--- config.mk ---
export PLATFORM = sky130hd
export DESIGN_NAME = volume_level_ctrl_flat
export DESIGN_NICKNAME = d
export VERILOG_FILES = /design/src/rtl/volume_level_ctrl_if.sv /design/src/rtl/volume_level_ctrl.sv /design/src/flat_wrapper.sv
export SDC_FILE = /design/constraint.sdc
export NUM_CORES = 1
export LEC_CHECK = 0
export CORE_MARGIN = 8
export CORE_UTILIZATION = 50
export DETAILED_ROUTE_END_ITERATION = 6
export PLACE_DENSITY = 0.7
export SYNTH_ARGS = -nofsm -noshare
export SYNTH_HDL_FRONTEND = slang
export SYNTH_SLANG_ARGS = --single-unit
--- constraint.sdc ---
create_clock -name clk -period 3.4 [get_ports clk]
set_input_delay 0.68 -clock clk [delete_from_list [all_inputs] [get_ports clk]]
set_output_delay 0.68 -clock clk [all_outputs]
set_load 0.02 [all_outputs]
--- src/rtl/volume_level_ctrl_if.sv ---
// Sample/frame/level bus between the mic front end, the volume level controller and the bar pixel generator.
interface volume_level_ctrl_if #(
  parameter int SAMPLE_W = 12
);
  logic                sample_valid;
  logic [SAMPLE_W-1:0] mic_sample;
  logic                frame_begin;
  logic                freeze;
  logic [3:0]          volume_level;
  logic                level_update;
  logic [3:0]          peak_level;

  modport master (
    output sample_valid, mic_sample, frame_begin, freeze,
    input  volume_level, level_update, peak_level
  );

  modport slave (
    input  sample_valid, mic_sample, frame_begin, freeze,
    output volume_level, level_update, peak_level
  );
endinterface

--- src/rtl/volume_level_ctrl.sv ---
// Windowed peak detector turning mic samples into a 4-bit volume level, loaded only at frame boundaries.
// Optional peak-hold marker with decay is enabled by defining VOLUME_PEAK_HOLD_EN.
module volume_level_ctrl #(
  parameter int SAMPLE_W       = 12,
  parameter int MID_CODE       = 2048,
  parameter int WINDOW_SAMPLES = 2000,
  parameter int DECAY_FRAMES   = 30
) (
  input logic                 clk,
  input logic                 reset,
  volume_level_ctrl_if.slave  bus
);

  localparam logic [SAMPLE_W:0] MID_V    = (SAMPLE_W+1)'(MID_CODE);
  localparam logic [SAMPLE_W:0] AMP_MAX  = (SAMPLE_W+1)'(2047);
  localparam logic [15:0]       CNT_LAST = 16'(WINDOW_SAMPLES - 1);

  typedef enum logic [1:0] {
    IDLE    = 2'd0,
    ACCUM   = 2'd1,
    PENDING = 2'd2
  } state_t;

  state_t      state;
  logic [10:0] win_max;
  logic [15:0] sample_cnt;
  logic [3:0]  pending;
  logic [3:0]  vol_q;
  logic        upd_q;
  logic [3:0]  peak_q;

  logic [SAMPLE_W:0] diff;
  logic [SAMPLE_W:0] mag;
  logic [10:0]       amp;
  logic [10:0]       cur_max;
  logic [3:0]        q_level;
  logic              win_end;
  logic              do_load;

  always_comb begin
    diff    = {1'b0, bus.mic_sample} - MID_V;
    mag     = diff[SAMPLE_W] ? (~diff + 1'b1) : diff;
    amp     = (mag > AMP_MAX) ? 11'd2047 : mag[10:0];
    cur_max = (amp > win_max) ? amp : win_max;
    // cur_max is 11 bits, so >>7 is already capped at 15
    q_level = cur_max[10:7];
    win_end = bus.sample_valid && (sample_cnt == CNT_LAST);
    do_load = (state == PENDING) && bus.frame_begin && !bus.freeze;
  end

  always_ff @(posedge clk or posedge reset) begin
    if (reset) begin
      state      <= IDLE;
      win_max    <= '0;
      sample_cnt <= '0;
      pending    <= '0;
      vol_q      <= '0;
      upd_q      <= 1'b0;
    end else begin
      upd_q <= 1'b0;

      if (bus.sample_valid) begin
        if (win_end) begin
          win_max    <= '0;
          sample_cnt <= '0;
        end else begin
          win_max    <= cur_max;
          sample_cnt <= sample_cnt + 16'd1;
        end
      end

      if (do_load) begin
        vol_q <= pending;
        upd_q <= 1'b1;
        state <= ACCUM;
      end

      // A window end in the same cycle as a load wins the state, so the fresh value stays pending
      if (win_end) begin
        pending <= q_level;
        state   <= PENDING;
      end
    end
  end

`ifdef VOLUME_PEAK_HOLD_EN
  localparam logic [15:0] DECAY_LAST = 16'(DECAY_FRAMES - 1);

  logic [15:0] decay_cnt;
  logic [3:0]  floor_level;

  assign floor_level = do_load ? pending : vol_q;

  always_ff @(posedge clk or posedge reset) begin
    if (reset) begin
      peak_q    <= '0;
      decay_cnt <= '0;
    end else if (do_load && (pending > peak_q)) begin
      peak_q    <= pending;
      decay_cnt <= '0;
    end else if (bus.frame_begin && !bus.freeze) begin
      if (decay_cnt == DECAY_LAST) begin
        decay_cnt <= '0;
        if (peak_q > floor_level) peak_q <= peak_q - 4'd1;
      end else begin
        decay_cnt <= decay_cnt + 16'd1;
      end
    end
  end
`else
  assign peak_q = '0;
`endif

  assign bus.volume_level = vol_q;
  assign bus.level_update = upd_q;
  assign bus.peak_level   = peak_q;

endmodule

--- src/flat_wrapper.sv ---
// flat-port wrapper written by rule: the top's interface ports become plain ports
module volume_level_ctrl_flat 
#(
  parameter int SAMPLE_W       = 12,
  parameter int MID_CODE       = 2048,
  parameter int WINDOW_SAMPLES = 2000,
  parameter int DECAY_FRAMES   = 30
)
  (clk, reset, bus_sample_valid, bus_mic_sample, bus_frame_begin, bus_freeze, bus_volume_level, bus_level_update, bus_peak_level);
  volume_level_ctrl_if #(.SAMPLE_W(SAMPLE_W)) bus_i ();
  input logic clk;
  input logic reset;
  input wire logic [$bits(bus_i.sample_valid)-1:0] bus_sample_valid;
  input wire logic [$bits(bus_i.mic_sample)-1:0] bus_mic_sample;
  input wire logic [$bits(bus_i.frame_begin)-1:0] bus_frame_begin;
  input wire logic [$bits(bus_i.freeze)-1:0] bus_freeze;
  output wire logic [$bits(bus_i.volume_level)-1:0] bus_volume_level;
  output wire logic [$bits(bus_i.level_update)-1:0] bus_level_update;
  output wire logic [$bits(bus_i.peak_level)-1:0] bus_peak_level;
  assign bus_i.sample_valid = bus_sample_valid;
  assign bus_i.mic_sample = bus_mic_sample;
  assign bus_i.frame_begin = bus_frame_begin;
  assign bus_i.freeze = bus_freeze;
  assign bus_volume_level = bus_i.volume_level;
  assign bus_level_update = bus_i.level_update;
  assign bus_peak_level = bus_i.peak_level;
  volume_level_ctrl #(.SAMPLE_W(SAMPLE_W), .MID_CODE(MID_CODE), .WINDOW_SAMPLES(WINDOW_SAMPLES), .DECAY_FRAMES(DECAY_FRAMES)) u_core (.clk(clk), .reset(reset), .bus(bus_i));
endmodule
==> flow_summary.ini, run 1 <==
[status]
status = completed

[global_route]
met1_usage = 0.182
track_usage = 0.151
use_met2 = 0.248
grt_pass1_vias = 2094
antenna_found_initial = 0
grt-ovfl-total = 0
grt_max_degree = 21
top_usage_layer = met2
grt_util_met3 = 0.0312
grt_pass1_wl_um = 8940

[logic_synthesis]
yosys.area.top_type = dfrtp_1
synth_xor_area_frac = 0.0782
synthAdderAreaFrac = 0.0691
synth-simple-area-share = 0.212
synthMuxAreaShare = 0.0340
synth_top_family_by_area = simple AND/OR/NAND/NOR gates
netlist_instances = 254
yosysUniqueCellTypes = 46
yosysSeqAreaShare = 0.404
synth_compound_area_frac = 0.139
synthFlopType = dfrtp_1
ys_ff_latch = 38
ys_async_sr_fraction = 1.00
synthesis.area_sq_mm = 0.00235
yosys_warnings = 0
yosys.area.top_type_share = 0.404
syn_avg_cell_area_sq_um = 9.26
ys_top_cells_by_area = dfrtp_1, ha_1, xor2_1
synth_edf_count = 0

[floorplanning]
initial_core_util = 0.508
coreArea_sq_mm = 0.00463
fp.dieW_um = 84.6
die_h_um = 84.6
row_count = 25
dieArea_sq_mm = 0.00716
io_pins = 26

[drt]
vias_per_cell = 5.44
dr_total_vias = 2050
wl_um = 5160
ant_nets = 0
firstDrtPassIters = 4
route.detailed.wl_per_inst_um = 13.7
drc = 0
drt-initial-drc-count = 67

[pwr]
p_per_area_mw_per_mm2 = 525
ir_worst_vdd_uv = 237
p_leak_nw = 1.44

[worst_setup_path]
cp-end-kind = register
critPathMaxStageDelay_ns = 0.47
critPathMaxFanout = 6
crit_path_frequent_cell = nand2_1
path_cells = clkdlybuf4s50_1, nor4_4, nand3_1, or4_4, nand2_1, ha_1, a211oi_1, nand2_1, o21a_1, o21ai_0, a31oi_1
cp_top_family = simple AND/OR/NAND/NOR gates
path_class = in -> reg
cp-start-kind = primary input
worst-path-buf-inv = 1
cp.required_ns = 3.56
critPathSlowestCell = or4_4
cp.arrival_ns = 3.39
rrSetupSlack_ns = 1.26

[clocking]
cts.clk_slew.worst_paths_ns = 0.07
cts_hold_buf = 0
htree_levels = 2
clock_latency_ns = 0.29
numCtsBuffers = 5
clockBufferDepth = 2
clock_sinks = 38
cts_root_buf = clkbuf_8
cts_tree = built

[timing]
max_freq_mhz = 309
tightest_slew_ns = 0.695
drv_slew = 0
fin_skew_ns = 0.00729
setup_violations = 0
fin_setup_tns_ns = 0
slew_headroom = 0.536
fin_crit_ns = 3.24
hold_viol_final = 0
post-route-period-util = 0.952

[placement]
portBuffers = 21
post-dp-hpwl_um = 4160
finalWeightedCongestion = 0.901
placed_area_sq_mm = 0.00293

[cells_and_area]
nets = 352
diodes = 0
area_growth_pct = 30.0
stdcell_area_sq_mm = 0.00306
drive_gt1_frac = 0.226

[min_path]
hp-class = reg -> reg

[job]
maxCapViolations = 0
-- where the power goes --
part / total, mW / switching [mW] / internal, mW / leakage (nW)
sequential: 0.653 / 0.0898 / 0.563 / 0.498
clock: 0.322 / 0.159 / 0.163 / 0.0472
combinational: 0.630 / 0.328 / 0.302 / 0.897
total: 1.60 / 0.576 / 1.03 / 1.44
-- cell usage in the layout (no fill, tap or decap), types with 3 or more instances in the layout --
cell type        synthesis  routed
a21oi_1                 13      10
clkbuf_8                 0       6
a31oi_1                  4       4
o211ai_1                 4       4
nand3_1                 10      10
o21ai_0                  4       4
ha_1                    13      13
xnor2_1                 10      10
o2bb2ai_1                7       7
nor2_1                  23      22
nand2b_1                 3       3
nand4_1                  9       9
inv_1                   21      21
nor2_2                   2       3
nor3_1                   9       9
mux2_2                   4       4
buf_4                    5      46
conb_1                   1       4
clkdlybuf4s50_1          0      21
o32ai_1                  4       4
o22ai_1                  3       3
and4_1                   3       3
dfrtp_1                 38      38
xor2_1                  11      11
a21oi_2                  0       3
nand2_1                 23      23
-- stage by stage --
| step | setup WS [ns] | utilization | power [mW] | hold slack, ns | instances |
|---|---|---|---|---|---|
| 6_report | 0.162 | 0.661 | 1.60 | 0.484 | 377 |
| 5_1_grt | -0.00427 | 0.661 | 1.72 | 0.501 | 377 |
| 4_1_cts | 0.0992 | 0.653 | 1.59 | 0.487 | 375 |
| 3_5_place_dp | -0.212 | 0.632 | 1.27 | 0.471 | 367 |
| 3_3_place_gp | -0.172 | 0.632 | 1.24 | 0.467 | 367 |
| 2_1_floorplan | 0.0724 | - | 1.04 | 0.442 | 257 |
-- layout make-up --
cell class                      count  area [sq um]
Fill cell                         383          1570
Multi-Input combinational cell    188          1290
Sequential cell                    38           951
Timing Repair Buffer               68           576
Clock buffer                        6          82.6
Inverter                           21          78.8
Tap cell                           54          67.6
Clock inverter                      2          12.5
-- path summary, 6_finish.rpt --
| kind | startpoint | to | depth (start not counted) |
|---|---|---|---|
| setup / recovery | bus_mic_sample[5] | u_core.pending[3] | 11 |
| hold / removal | u_core.sample_cnt[15] | u_core.sample_cnt[15] | 1 |
| setup reg to reg | u_core.sample_cnt[0] | u_core.win_max[10] | 6 |
| hold reg to reg | u_core.sample_cnt[15] | u_core.sample_cnt[15] | 1 |
| max in group asynchronous | reset | u_core.sample_cnt[1] | 3 |
| min in group asynchronous | reset | u_core.win_max[7] | 2 |
-- cell families (layout without fill, tap and decap cells) --
group / after synthesis / count (layout)
AND/OR/NAND/NOR: 95 / 95
AO/OA/AOI/OAI: 48 / 48
other: 1 / 4
adder cells (fa/ha/maj): 13 / 13
buffers and inverters: 31 / 97
flip-flops: 38 / 38
XOR/XNOR: 21 / 21
multiplexers: 7 / 7
-- per-layer routing --
metal / wire [um] / share of wire / vias up
met5: 0 / 0 / -
met4: 110 / 0.021 / 0
met3: 189 / 0.037 / 9
met2: 2350 / 0.46 / 45
met1: 2510 / 0.49 / 965
li1: - / - / 1031
-- timing repair --
action / 4_1_cts / 5_1_grt
buffers inserted: 0 / 2
resized for setup: 0 / 6
endpoints found under the setup margin: 0 / 15
-- state kept, by name, summed over array words and instances (netlist names) --
name,flops
u_core.bus.volume_level,4
u_core.state,2
u_core.pending,4
u_core.sample_cnt,16
u_core.win_max,11
u_core.bus.level_update,1
-- cells in the mapped netlist, types with 3 or more instances --
cell type / n
dfrtp_1: 38
nand2_1: 23
nor2_1: 23
inv_1: 21
a21oi_1: 13
ha_1: 13
xor2_1: 11
nand3_1: 10
xnor2_1: 10
nand4_1: 9
nor3_1: 9
o2bb2ai_1: 7
buf_4: 5
a31oi_1: 4
mux2_2: 4
o211ai_1: 4
o21ai_0: 4
o32ai_1: 4
and4_1: 3
nand2b_1: 3
o22ai_1: 3
Note: power is estimated with default switching activity, not from simulation.
==> run 2: changes to the inputs <==
GPL_ROUTABILITY_DRIVEN = 0   (was not set)
clock period = 3.2 ns   (was 3.4 ns; I/O delays follow)
==> run 2 against run 1 <==
Compared with the run above: sequential cell count unchanged; critical path type unchanged; largest cell class unchanged; clock power increased by 9.0%; worst hold slack better by 0.0051 ns; sequential share of layout area decreased by 2.2 points; sequential power increased by 6.1%; final area grew 7.7%; utilization is 5.1 points higher.
==> flow_summary.ini, run 2 (same netlist as run 1, synthesis figures left out) <==
[global_route]
grt_max_degree = 39
grt-ovfl-total = 0
grt_pass1_wl_um = 9460
grt_pass1_vias = 2056
track_usage = 0.160
antenna_found_initial = 0

[placement]
dp_cells = 370
placed_area_sq_mm = 0.00294
post-dp-hpwl_um = 4140
portBuffers = 21
dp_slack_ns = -0.570

[min_path]
hp-class = reg -> reg

[timing]
setup_ws_ns = 0.0225
holdWs_ns = 0.489
fin_setup_tns_ns = 0
max_freq_mhz = 315
post-route-period-util = 0.993
hold_viol_final = 0
slew_headroom = 0.544
fin_crit_ns = 3.18
drv_slew = 0
fin_skew_ns = 0.0129
tightest_slew_ns = 0.682
setup_violations = 0

[pwr]
p_leak_nw = 1.54
p_seq_frac = 0.376
power.share.switching = 0.375
p_per_area_mw_per_mm2 = 560
p_int_mw = 1.15
ir_worst_vdd_uv = 316
combPwrFrac = 0.434
p_switching_uw = 691
power_mw = 1.84
p_clk_frac = 0.190

[drt]
drt-initial-drc-count = 137
drc = 0
wl_um = 5800
dr_total_vias = 2161
vias_per_cell = 5.67
ant_nets = 0
firstDrtPassIters = 4
route.detailed.wl_per_inst_um = 15.2

[worst_setup_path]
cp-end-kind = register
cp.arrival_ns = 3.34
cp-start-kind = primary input
path_class = in -> reg
cp.required_ns = 3.37
critPathMaxFanout = 6

[clocking]
cts_tree = built
clock_latency_ns = 0.30
clock_sinks = 38
numCtsBuffers = 5
htree_levels = 2
cts_hold_buf = 0
cts.clk_slew.worst_paths_ns = 0.08
cts_root_buf = clkbuf_8
clockBufferDepth = 2

[job]
maxCapViolations = 0

[status]
status = completed

[floorplanning]
fp.dieW_um = 84.6
die_h_um = 84.6
dieArea_sq_mm = 0.00716
coreArea_sq_mm = 0.00463
initial_core_util = 0.508
io_pins = 26
row_count = 25

[cells_and_area]
nets = 356
drive_gt1_frac = 0.324
diodes = 0
most-common-layout-cells = buf_4, dfrtp_1, inv_1, nor2_1, nand2_1
registers.top_by_ff_count = u_core.sample_cnt
area_growth_pct = 39.9
stdcell_area_sq_mm = 0.00329
fin_util = 0.711
reg_top3 = u_core.sample_cnt x16, u_core.win_max x11
layout_commonest_cell = buf_4
layoutNonFillerInstCount = 381
largest_reg_flops = 16
run 2: power groups by stage:
stage	Combinational [mW]	Sequential, mW	Clock [mW]
final	0.800	0.693	0.351
after detailed placement	0.638	0.697	0
after floorplan	0.436	0.673	0
after global placement	0.629	0.690	0
after CTS	0.687	0.689	0.353
after global routing	0.885	0.707	0.370
run 2: cell type report:
| class | instances | area [sq um] |
|---|---|---|
| inverters | 21 | 78.8 |
| repair buffers | 72 | 623 |
| multi-input cells | 188 | 1480 |
| clock buffers | 6 | 82.6 |
| fillers | 357 | 1340 |
| clock inverters | 2 | 12.5 |
| well taps | 54 | 67.6 |
| flip-flops and latches | 38 | 951 |
run 2: worst max-delay path, stage by stage:
cell and delay [ns]:
clkdlybuf4s15_1 0.22, nor4_4 0.35, nand3_2 0.12, or4_4 0.64, nand2_2 0.12, ha_2 0.27, o211ai_1 0.21, a21oi_2 0.08
buf_4 0.14, o21a_4 0.21, o21ai_1 0.22, o32ai_1 0.14
run 2: worst paths after layout:
kind | from | endpoint | slack (ns) | cells past startpoint
max in group asynchronous | reset | u_core.bus.volume_level[1] | 2.11 | 3
hold / removal | u_core.sample_cnt[15] | u_core.sample_cnt[15] | 0.49 | 1
min in group asynchronous | reset | u_core.win_max[1] | 0.75 | 3
hold reg to reg | u_core.sample_cnt[15] | u_core.sample_cnt[15] | 0.49 | 1
setup reg to reg | u_core.sample_cnt[0] | u_core.pending[3] | 0.95 | 7
setup / recovery | bus_mic_sample[2] | u_core.win_max[10] | 0.02 | 12
run 2: layer usage:
layer	track usage	vias to the layer above	routed length, um
li1	-	1046	-
met5	0	-	0
met3	0.0234	12	279
met2	0.251	77	2710
met4	0.0583	0	157
met1	0.217	1026	2640
run 2: repair_timing:
action	CTS	global route
gates cloned	0	0
endpoints found under the setup margin	15	15
pin swaps	7	17
resized for setup	15	41
setup buffers	0	3
==> run 3: changes to the inputs <==
PLACE_DENSITY = not set   (was 0.7)
PLACE_DENSITY_LB_ADDON = 0.05   (was not set)
==> run 3 against run 2 <==
Compared with the run above: global-route usage fell by 0.41 points; count of clock-buffer cells in the layout did not move; die area did not move; total power fell by 4.4%; worst hold slack got worse by 0.010 ns; wire length fell by 6.8%; clock skew fell by 0.00076 ns; final cell count fell by 0.26%; largest cell class unchanged; largest power group unchanged; highest routed layer unchanged.
==> flow_summary.ini, run 3 (same netlist as run 1, synthesis figures left out) <==
[global_route]
antenna_found_initial = 0
track_usage = 0.156
grt_pass1_vias = 1923
grt-ovfl-total = 0
grt_max_degree = 39
grt_pass1_wl_um = 9110

[clocking]
clock_sinks = 38
cts_root_buf = clkbuf_8
htree_levels = 2
cts_hold_buf = 0
cts_tree = built
numCtsBuffers = 5
clockBufferDepth = 2
clock_latency_ns = 0.29
cts.clk_slew.worst_paths_ns = 0.08

[worst_setup_path]
reg2reg_from = u_core.sample_cnt[11]
critPathMaxFanout = 4
cp.arrival_ns = 3.26
cp.required_ns = 3.39
cp-start-kind = primary input
critPathSlowestCell = clkdlybuf4s50_1
crit_path_frequent_cell = buf_4
path_cells = clkdlybuf4s50_1, nor4_4, buf_4, a31oi_1, xor2_1, nor2_2, inv_1, ha_1, nand4_1, a21oi_2, o21ai_2, buf_4, a211o_4, o32ai_1
critPathMaxStageDelay_ns = 0.45
startpoint = bus_mic_sample[4]
path_class = in -> reg
cp-end-kind = register

[min_path]
hp-class = reg -> reg
hp-start = u_core.sample_cnt[15]

[floorplanning]
initial_core_util = 0.508
dieArea_sq_mm = 0.00716
row_count = 25
coreArea_sq_mm = 0.00463
fp.dieW_um = 84.6
die_h_um = 84.6
io_pins = 26

[cells_and_area]
largest_reg_flops = 16
layout_commonest_cell = buf_4
multiInputGateArea_sq_mm = 0.00139
register_area_sq_um = 951
nets = 355
diodes = 0
nFillCells = 382
fin_util = 0.684
drive_gt1_frac = 0.285
most-common-layout-cells = buf_4, dfrtp_1, nand2_1
area_growth_pct = 34.6
reg_top3 = u_core.sample_cnt x16, u_core.win_max x11
registers.top_by_ff_count = u_core.sample_cnt

[placement]
portBuffers = 21
post-dp-hpwl_um = 4140

[pwr]
power_mw = 1.76
p_leak_nw = 1.47
ir_worst_vdd_uv = 324
p_per_area_mw_per_mm2 = 557

[timing]
post-route-period-util = 0.957
setup_violations = 0
fin_skew_ns = 0.0122
tightest_slew_ns = 0.642
slew_headroom = 0.571
fin_crit_ns = 3.06
hold_viol_final = 0
drv_slew = 0
max_freq_mhz = 326

[drt]
drt-initial-drc-count = 148
ant_nets = 0
dr_total_vias = 2034
vias_per_cell = 5.35
route.detailed.wl_per_inst_um = 14.2
drc = 0
firstDrtPassIters = 4
wl_um = 5400

[job]
maxCapViolations = 0

[status]
status = completed
-- run 3: cell types whose count changed in the layout (fill, tap and decap cells not counted), sizes merged --
| cell | change |
|---|---|
| clkdlybuf4s50 | +6 |
| clkdlybuf4s15 | -2 |
| buf | -1 |
| dlymetal6s2s | -4 |
-- run 3: routing by layer --
metal  part of all wire  up-vias  GRT usage  wire, um
met2               0.45       26      0.228      2440
met1               0.51      958      0.224      2740
met3              0.029        4     0.0322       159
met4              0.010        0     0.0437        54
met5                  0        -          0         0
li1                   -     1046          -         -
-- run 3: timing repair --
item / CTS / global route
pin swaps: 4 / 9
gates cloned: 0 / 0
endpoints found under the setup margin: 15 / 15
resized for setup: 10 / 17
setup buffers: 0 / 3
-- run 3: report_power, final --
group / switching (mW) / internal [mW]
clock: 0.173 / 0.173
combinational: 0.379 / 0.349
sequential: 0.0903 / 0.598
total: 0.642 / 1.12
-- run 3: critical path: cells and delay by family --
| family | cells | cell delay (ns) |
|---|---|---|
| xor+xnor | 1 | 0.19 |
| simple gates | 3 | 0.44 |
| fa+ha+maj | 1 | 0.29 |
| compound gates | 5 | 0.87 |
| buf+inv | 4 | 0.83 |
-- run 3: path summary, 6_finish.rpt --
| path | end | slack, ns | cells past startpoint |
|---|---|---|---|
| setup / recovery | u_core.win_max[8] | 0.14 | 14 |
| hold / removal | u_core.sample_cnt[15] | 0.48 | 1 |
| setup reg to reg | u_core.pending[1] | 0.91 | 6 |
| hold reg to reg | u_core.sample_cnt[15] | 0.48 | 1 |
| max in group asynchronous | u_core.bus.volume_level[0] | 2.09 | 3 |
| min in group asynchronous | u_core.sample_cnt[12] | 0.77 | 3 |
-- run 3: final cells by class --
type | count | share of cell area
well taps | 54 | 0.0213
clock buffers | 6 | 0.0261
clock inverters | 2 | 0.00395
inverters | 21 | 0.0249
multi-input cells | 188 | 0.438
repair buffers | 71 | 0.185
flip-flops and latches | 38 | 0.300
-- run 3: metrics by stage --
step                hold WS [ns]  TNS (ns)  instances  setup slack, ns  cell area, sq um
floorplan                  0.442         0        257           0.0351              2370
global placement           0.463     -6.36        369           -0.506              2930
detailed placement         0.462     -6.51        369           -0.525              2930
CTS                        0.479         0        377          0.00893              3050
global route               0.500   -0.0809        380          -0.0235              3170
finish                     0.479         0        380            0.136              3170
